<file path="config.mk">
export PLATFORM = sky130hd
export DESIGN_NAME = sd_spi_ctrl
export DESIGN_NICKNAME = d
export VERILOG_FILES = /design/src/rtl/sd_spi_ctrl.sv
export SDC_FILE = /design/constraint.sdc
export NUM_CORES = 1
export LEC_CHECK = 0
export CAP_MARGIN = 15
export CELL_PAD_IN_SITES_DETAIL_PLACEMENT = 0
export CELL_PAD_IN_SITES_GLOBAL_PLACEMENT = 1
export CORE_MARGIN = 4
export CORE_UTILIZATION = 33
export DETAILED_ROUTE_END_ITERATION = 8
export PLACE_DENSITY = 0.65
export SYNTH_ARGS = -nofsm -noshare
export SYNTH_HDL_FRONTEND = slang
export SYNTH_SLANG_ARGS = --single-unit
</file>
<file path="constraint.sdc">
create_clock -name clk -period 2.7 [get_ports clk]
set_input_delay 0.54 -clock clk [delete_from_list [all_inputs] [get_ports clk]]
set_output_delay 0.54 -clock clk [all_outputs]
set_load 0.03 [all_outputs]
</file>
<file path="src/rtl/sd_spi_ctrl.sv">
// Single-block SD card SPI-mode controller: CMD17 block read / CMD24 block write of a 64-bit payload.
// Define SD_CRC16_CHECK_EN to flag a read whose received CRC16 disagrees with the computed one.
module sd_spi_ctrl #(
    parameter int TIMEOUT = 1024,
    parameter int ADDR_W  = 16
) (
    input  logic              clk,
    input  logic              rst_n,
    input  logic              in_valid,
    input  logic              in_write,
    input  logic [ADDR_W-1:0] in_addr,
    input  logic [63:0]       in_data,
    output logic              ready,
    output logic              MOSI,
    input  logic              MISO,
    output logic              out_valid,
    output logic [63:0]       out_data,
    output logic              err
);

    typedef enum logic [3:0] {
        S_IDLE, S_CMD, S_WAIT_R1, S_R1, S_GAP, S_TX, S_WAIT_DRESP,
        S_DRESP, S_BUSY, S_WAIT_TOKEN, S_RX, S_DONE
    } state_t;

    localparam logic [31:0] TO_LAST = 32'(TIMEOUT - 1);

    state_t      state;
    logic        wr;
    logic [6:0]  cnt;
    logic [31:0] wcnt;
    logic [39:0] cmdsh;
    logic [63:0] dsh;
    logic [63:0] rd;
    logic [6:0]  crc7;
    logic [15:0] crc16;
    logic [6:0]  rsh;
`ifdef SD_CRC16_CHECK_EN
    logic [14:0] rxcrc;
`endif

    function automatic logic [6:0] crc7_step(input logic [6:0] c, input logic b);
        return {c[5:0], 1'b0} ^ ((b ^ c[6]) ? 7'h09 : 7'h00);
    endfunction

    function automatic logic [15:0] crc16_step(input logic [15:0] c, input logic b);
        return {c[14:0], 1'b0} ^ ((b ^ c[15]) ? 16'h1021 : 16'h0000);
    endfunction

    always_ff @(posedge clk or negedge rst_n) begin
        if (!rst_n) begin
            state     <= S_IDLE;
            ready     <= 1'b1;
            MOSI      <= 1'b1;
            out_valid <= 1'b0;
            err       <= 1'b0;
            out_data  <= '0;
            wr        <= 1'b0;
            cnt       <= '0;
            wcnt      <= '0;
            cmdsh     <= '0;
            dsh       <= '0;
            rd        <= '0;
            crc7      <= '0;
            crc16     <= '0;
            rsh       <= '0;
`ifdef SD_CRC16_CHECK_EN
            rxcrc     <= '0;
`endif
        end else begin
            out_valid <= 1'b0;
            case (state)
                S_IDLE: if (in_valid) begin
                    // Frame bit 0 ('0') goes out now; cmdsh holds frame bits 1..39.
                    wr    <= in_write;
                    cmdsh <= {1'b1, (in_write ? 6'd24 : 6'd17), 32'(in_addr), 1'b0};
                    dsh   <= in_data;
                    crc7  <= '0;
                    crc16 <= '0;
                    cnt   <= 7'd1;
                    MOSI  <= 1'b0;
                    ready <= 1'b0;
                    state <= S_CMD;
                end
                S_CMD: begin
                    if (cnt < 7'd40) begin
                        MOSI  <= cmdsh[39];
                        crc7  <= crc7_step(crc7, cmdsh[39]);
                        cmdsh <= {cmdsh[38:0], 1'b0};
                    end else if (cnt < 7'd47) begin
                        MOSI <= crc7[6];
                        crc7 <= {crc7[5:0], 1'b0};
                    end else begin
                        MOSI <= 1'b1;
                    end
                    if (cnt == 7'd48) begin
                        state <= S_WAIT_R1;
                        wcnt  <= '0;
                    end else begin
                        cnt <= cnt + 7'd1;
                    end
                end
                S_WAIT_R1, S_WAIT_DRESP: begin
                    if (!MISO) begin
                        rsh   <= '0;
                        cnt   <= 7'd1;
                        state <= (state == S_WAIT_R1) ? S_R1 : S_DRESP;
                    end else if (wcnt == TO_LAST) begin
                        err <= 1'b1; out_valid <= 1'b1; state <= S_DONE;
                    end else begin
                        wcnt <= wcnt + 32'd1;
                    end
                end
                S_R1: begin
                    if (cnt == 7'd7) begin
                        if ({rsh, MISO} != 8'h00) begin
                            err <= 1'b1; out_valid <= 1'b1; state <= S_DONE;
                        end else if (wr) begin
                            cnt <= '0; state <= S_GAP;
                        end else begin
                            wcnt <= '0; state <= S_WAIT_TOKEN;
                        end
                    end else begin
                        rsh <= {rsh[5:0], MISO};
                        cnt <= cnt + 7'd1;
                    end
                end
                S_GAP: begin
                    MOSI <= 1'b1;
                    if (cnt == 7'd7) begin
                        cnt <= 7'd1; state <= S_TX;
                    end else begin
                        cnt <= cnt + 7'd1;
                    end
                end
                S_TX: begin
                    // Token MSB was emitted on GAP exit; cnt indexes the bit being launched.
                    if (cnt < 7'd8) begin
                        MOSI <= (cnt != 7'd7);
                    end else if (cnt < 7'd72) begin
                        MOSI  <= dsh[63];
                        crc16 <= crc16_step(crc16, dsh[63]);
                        dsh   <= {dsh[62:0], 1'b0};
                    end else if (cnt < 7'd88) begin
                        MOSI  <= crc16[15];
                        crc16 <= {crc16[14:0], 1'b0};
                    end
                    if (cnt == 7'd88) begin
                        MOSI <= 1'b1; wcnt <= '0; state <= S_WAIT_DRESP;
                    end else begin
                        cnt <= cnt + 7'd1;
                    end
                end
                S_DRESP: begin
                    if (cnt == 7'd7) begin
                        if ({rsh, MISO} == 8'h05) begin
                            wcnt <= '0; state <= S_BUSY;
                        end else begin
                            err <= 1'b1; out_valid <= 1'b1; state <= S_DONE;
                        end
                    end else begin
                        rsh <= {rsh[5:0], MISO};
                        cnt <= cnt + 7'd1;
                    end
                end
                S_BUSY: begin
                    if (MISO) begin
                        err <= 1'b0; out_valid <= 1'b1; state <= S_DONE;
                    end else if (wcnt == TO_LAST) begin
                        err <= 1'b1; out_valid <= 1'b1; state <= S_DONE;
                    end else begin
                        wcnt <= wcnt + 32'd1;
                    end
                end
                S_WAIT_TOKEN: begin
                    if (!MISO) begin
                        cnt <= '0; crc16 <= '0; state <= S_RX;
                    end else if (wcnt == TO_LAST) begin
                        err <= 1'b1; out_valid <= 1'b1; state <= S_DONE;
                    end else begin
                        wcnt <= wcnt + 32'd1;
                    end
                end
                S_RX: begin
                    if (cnt < 7'd64) begin
                        rd    <= {rd[62:0], MISO};
                        crc16 <= crc16_step(crc16, MISO);
                    end
`ifdef SD_CRC16_CHECK_EN
                    else begin
                        rxcrc <= {rxcrc[13:0], MISO};
                    end
`endif
                    if (cnt == 7'd79) begin
                        out_data  <= rd;
                        out_valid <= 1'b1;
                        state     <= S_DONE;
`ifdef SD_CRC16_CHECK_EN
                        err <= ({rxcrc, MISO} != crc16);
`else
                        err <= 1'b0;
`endif
                    end else begin
                        cnt <= cnt + 7'd1;
                    end
                end
                S_DONE: begin
                    ready <= 1'b1;
                    state <= S_IDLE;
                end
                default: state <= S_IDLE;
            endcase
        end
    end

endmodule

</file>
==> metrics.md <==
| Metric | Value |
|---|---|
| Run status | finished, final reports clean |
| Clock latency on the worst-skew pair | 0.55 ns |
| Main area contributors after synthesis | dfrtp_1, mux2_2, nand2_1 |
| CTS tree | built |
| Bufs on Longest Clock Path | 3 |
| Min-Delay Path Depth | 2 |
| Die extent in y | 216 um |
| Vias/cell | 5.03 |
| Core Rows | 75 |
| Full die area | 46600 sq um |
| GR Util met1 | 21.1% |
| Synth Area in Simple Gates | 13.4% |
| Final hold viol count | 0 |
| Grt total ovfl | 0 |
| Storage cell area | 7730 sq um |
| Core area | 42300 sq um |
| Worst Hold Path EP | cmdsh[23]$_DFFE_PN0P_ |
| Final TNS setup | 0 ns |
| Critical path fanouts, max | 9 |
| Die X | 216 um |
| Top-area cell type share of the netlist area | 53.9% |
| Hold Crit Class | flip-flop to flip-flop |
| Antenna-violating nets left | 0 |
| Busiest grt layer | met1 |
| Critical path arrival | 2.99 ns |
| Layout Skew | 0.0265 ns |
| Combinational family with the most area after synthesis | multiplexers |
| Avg Inst Size Synth | 10.8 sq um |
| Vias in the first global route | 10.3k |
| Initial Util | 33.7% |
| Synth Flop Type | dfrtp_1 |
| Critical Path End Type | flip-flop |
| Min-Delay Startpoint | cmdsh[23]$_DFFE_PN0P_ |
| Initial antenna violation count | 5 |
| Area of the multi-input gates | 6130 sq um |
| Dpl hpwl | 22600 um |
| Synth cell count leaders | dfrtp_1, nand2_1, mux2_2 |
| # nets final | 1561 |
| Sequential area share after synthesis | 54.3% |
| Synth Area in Adders | 0.263% |
| Startpoint types | flip-flop |
| Synth Area in XOR/XNOR | 0.246% |
| Max-cap violation count | 0 |
| Area delta synth->final | 26.0% |
| Syn Nets | 1407 |
| Share of layout cells above drive strength 1 | 19.3% |
| Compound-Gate Fraction of Synth Area | 13.4% |
| Yosys cell types | 69 |
| Placed inst area | 16700 sq um |
| Fraction of registers with async set/reset | 100% |
| Ys Warns | 0 |
| Achievable frequency | 392 MHz |
| Setup Crit Path Kind | flip-flop to flip-flop |
| RSZ-0062 raised after global routing | no |
| I/O pin count | 153 |
| Worst-case reg-to-reg path depth | 7 |
| DR pass1 iterations | 5 |
| Via count | 10.4k |
| Number of buffers created by CTS | 36 |
| Mux share of post-synthesis cell area | 15.2% |
| Worst-path clk slew | 0.06 ns |
| Met3 Usage GRT | 4.89% |
| Pleak | 8.02 nW |
| Total wire length | 34600 um |
| Number of synthesized flops with an enable pin | 0 |
| Normalized max-slew margin | 41.2% |
| Gr usage total | 14.7% |
| Crit. Startpoint | cnt[3]$_DFFE_PN0P_ |
| Largest net degree at the start of global routing | 128 |
| Cell area after synthesis | 14200 sq um |
| DRC | 0 |
| RR Endpoint | wcnt[7]$_DFFE_PN0P_ |
| WP data required | 3.14 ns |
| Number of port buffers | 152 |
| Slew Viols, Final | 0 |
| Yosys top cell by area | dfrtp_1 |
| Most frequent cell after synthesis | dfrtp_1 |
| Power per Cell Area | 881 nW/um^2 |
| Fin crit period | 2.55 ns |
| DR iter-0 viols | 647 |
| FILL cells | 4123 |
| Total Power | 15.8 mW |
| GP Congestion | 0.819 |
| Synth Instances | 1319 |
| Fin crit share | 94.4% |
| Met2 Use GR | 21.0% |
| Num Clock Sinks | 309 |
| R2r setup slk | 0.15 ns |
| Root Buffer | clkbuf_16 |
| Synthesized flop and latch total | 309 |
| First-pass GRT wire length | 56800 um |
| Routed WL per cell | 16.6 um |
| # setup viols final | 0 |
| Design area | 18000 sq um |
| Crit Reg-Reg Startpoint | cnt[3]$_DFFE_PN0P_ |
| Measured slew at the worst slew-check pin | 0.881 ns |
| VDD IR-drop max | 0.539 mV |
| H-tree Lvls | 2 |
## critical path, stage by stage (launching register included)
cell	delay, ns
dfrtp_1	0.40
or4_4	0.58
o21ba_1	0.24
a211oi_4	0.34
and2_4	0.25
nand4_4	0.17
buf_4	0.23
o31ai_1	0.23
## what timing repair did
item	4_1_cts	5_1_grt
pin swaps	0	1
setup buffers	0	1
hold buffers	1	0
setup endpoints to repair	5	7
resized for setup	1	0
hold endpoints to repair	52	0
## cells by family after synthesis
kind of cell,Yosys count
muxes,200
xor gates and xnor gates,4
DFF,309
buffers and inverters,108
AOI/OAI and AO/OA,289
and+or+nand+nor,406
adders and majority gates,3
## worst max-delay path by stage
stage                                      end  slack, ns  depth (start not counted)
after global placement    wcnt[17]$_DFFE_PN0P_      -0.06                          6
after global routing      wcnt[21]$_DFFE_PN0P_       0.03                          7
final                      wcnt[7]$_DFFE_PN0P_       0.15                          7
after CTS                  wcnt[7]$_DFFE_PN0P_       0.05                          6
after detailed placement  wcnt[16]$_DFFE_PN0P_      -0.14                          7
after floorplan           wcnt[19]$_DFFE_PN0P_       0.27                         10
## final cells by class
cell class / count / area share, %
sequential: 309 / 43.1
multi-input combinational: 902 / 34.1
timing repair buffer: 212 / 11.6
clock buffer: 53 / 5.93
tap: 577 / 4.02
clock inverter: 12 / 0.934
inverter: 12 / 0.251
antenna: 2 / 0.0279
## registers in the layout, indices dropped and copies added (netlist names)
| signal | count |
|---|---|
| MOSI | 1 |
| cmdsh | 39 |
| cnt | 7 |
| crc16 | 16 |
| crc7 | 7 |
| dsh | 64 |
| err | 1 |
| out_data | 64 |
| out_valid | 1 |
| rd | 64 |
| ready | 1 |
| rsh | 7 |
| state | 4 |
| wcnt | 32 |
| wr | 1 |
## cell usage in the layout (no fill, tap or decap), types with 6 or more instances in the layout
cell type / netlist / final
a21o_1: 6 / 6
o21ai_0: 112 / 112
and3_1: 12 / 11
dfrtp_1: 307 / 307
nand2b_1: 9 / 9
nand3_1: 41 / 40
nor4_1: 13 / 13
nor2b_1: 6 / 6
clkbuf_8: 0 / 10
mux2_2: 134 / 134
buf_12: 0 / 9
inv_1: 12 / 12
o31ai_1: 38 / 38
and4_1: 6 / 6
mux2i_1: 66 / 66
and2_1: 8 / 8
a211oi_1: 9 / 9
nand2_1: 210 / 210
clkdlybuf4s50_1: 0 / 151
a22o_1: 10 / 10
buf_4: 0 / 50
nor2_1: 57 / 55
clkbuf_1: 78 / 7
a21oi_1: 23 / 22
a31oi_1: 34 / 33
nand4_1: 9 / 9
nor3_1: 6 / 6
o31ai_2: 16 / 16
clkbuf_16: 0 / 36
## routing by layer
metal  vias up  routed length [um]
li1       5053                   -
met1      5105               16500
met2       221               14700
met3        63                2490
met4         6                 792
met5         -                  43
## where the power goes
group	leakage (nW)	switching, mW	internal, mW
combinational	3.27	2.97	1.93
clock	0.604	2.01	2.97
sequential	4.14	0.510	5.43
## per-stage QoR
stage	worst slack, ns	cells	utilization (%)	hold WS [ns]
floorplan	0.266	1319	-	0.244
global placement	-0.0581	2010	39.4	0.449
detailed placement	-0.140	2010	39.4	0.456
CTS	0.0530	2076	42.4	0.468
global route	0.0345	2078	42.4	0.487
finish	0.151	2079	42.4	0.464
Power figures use the tool's default switching activity.
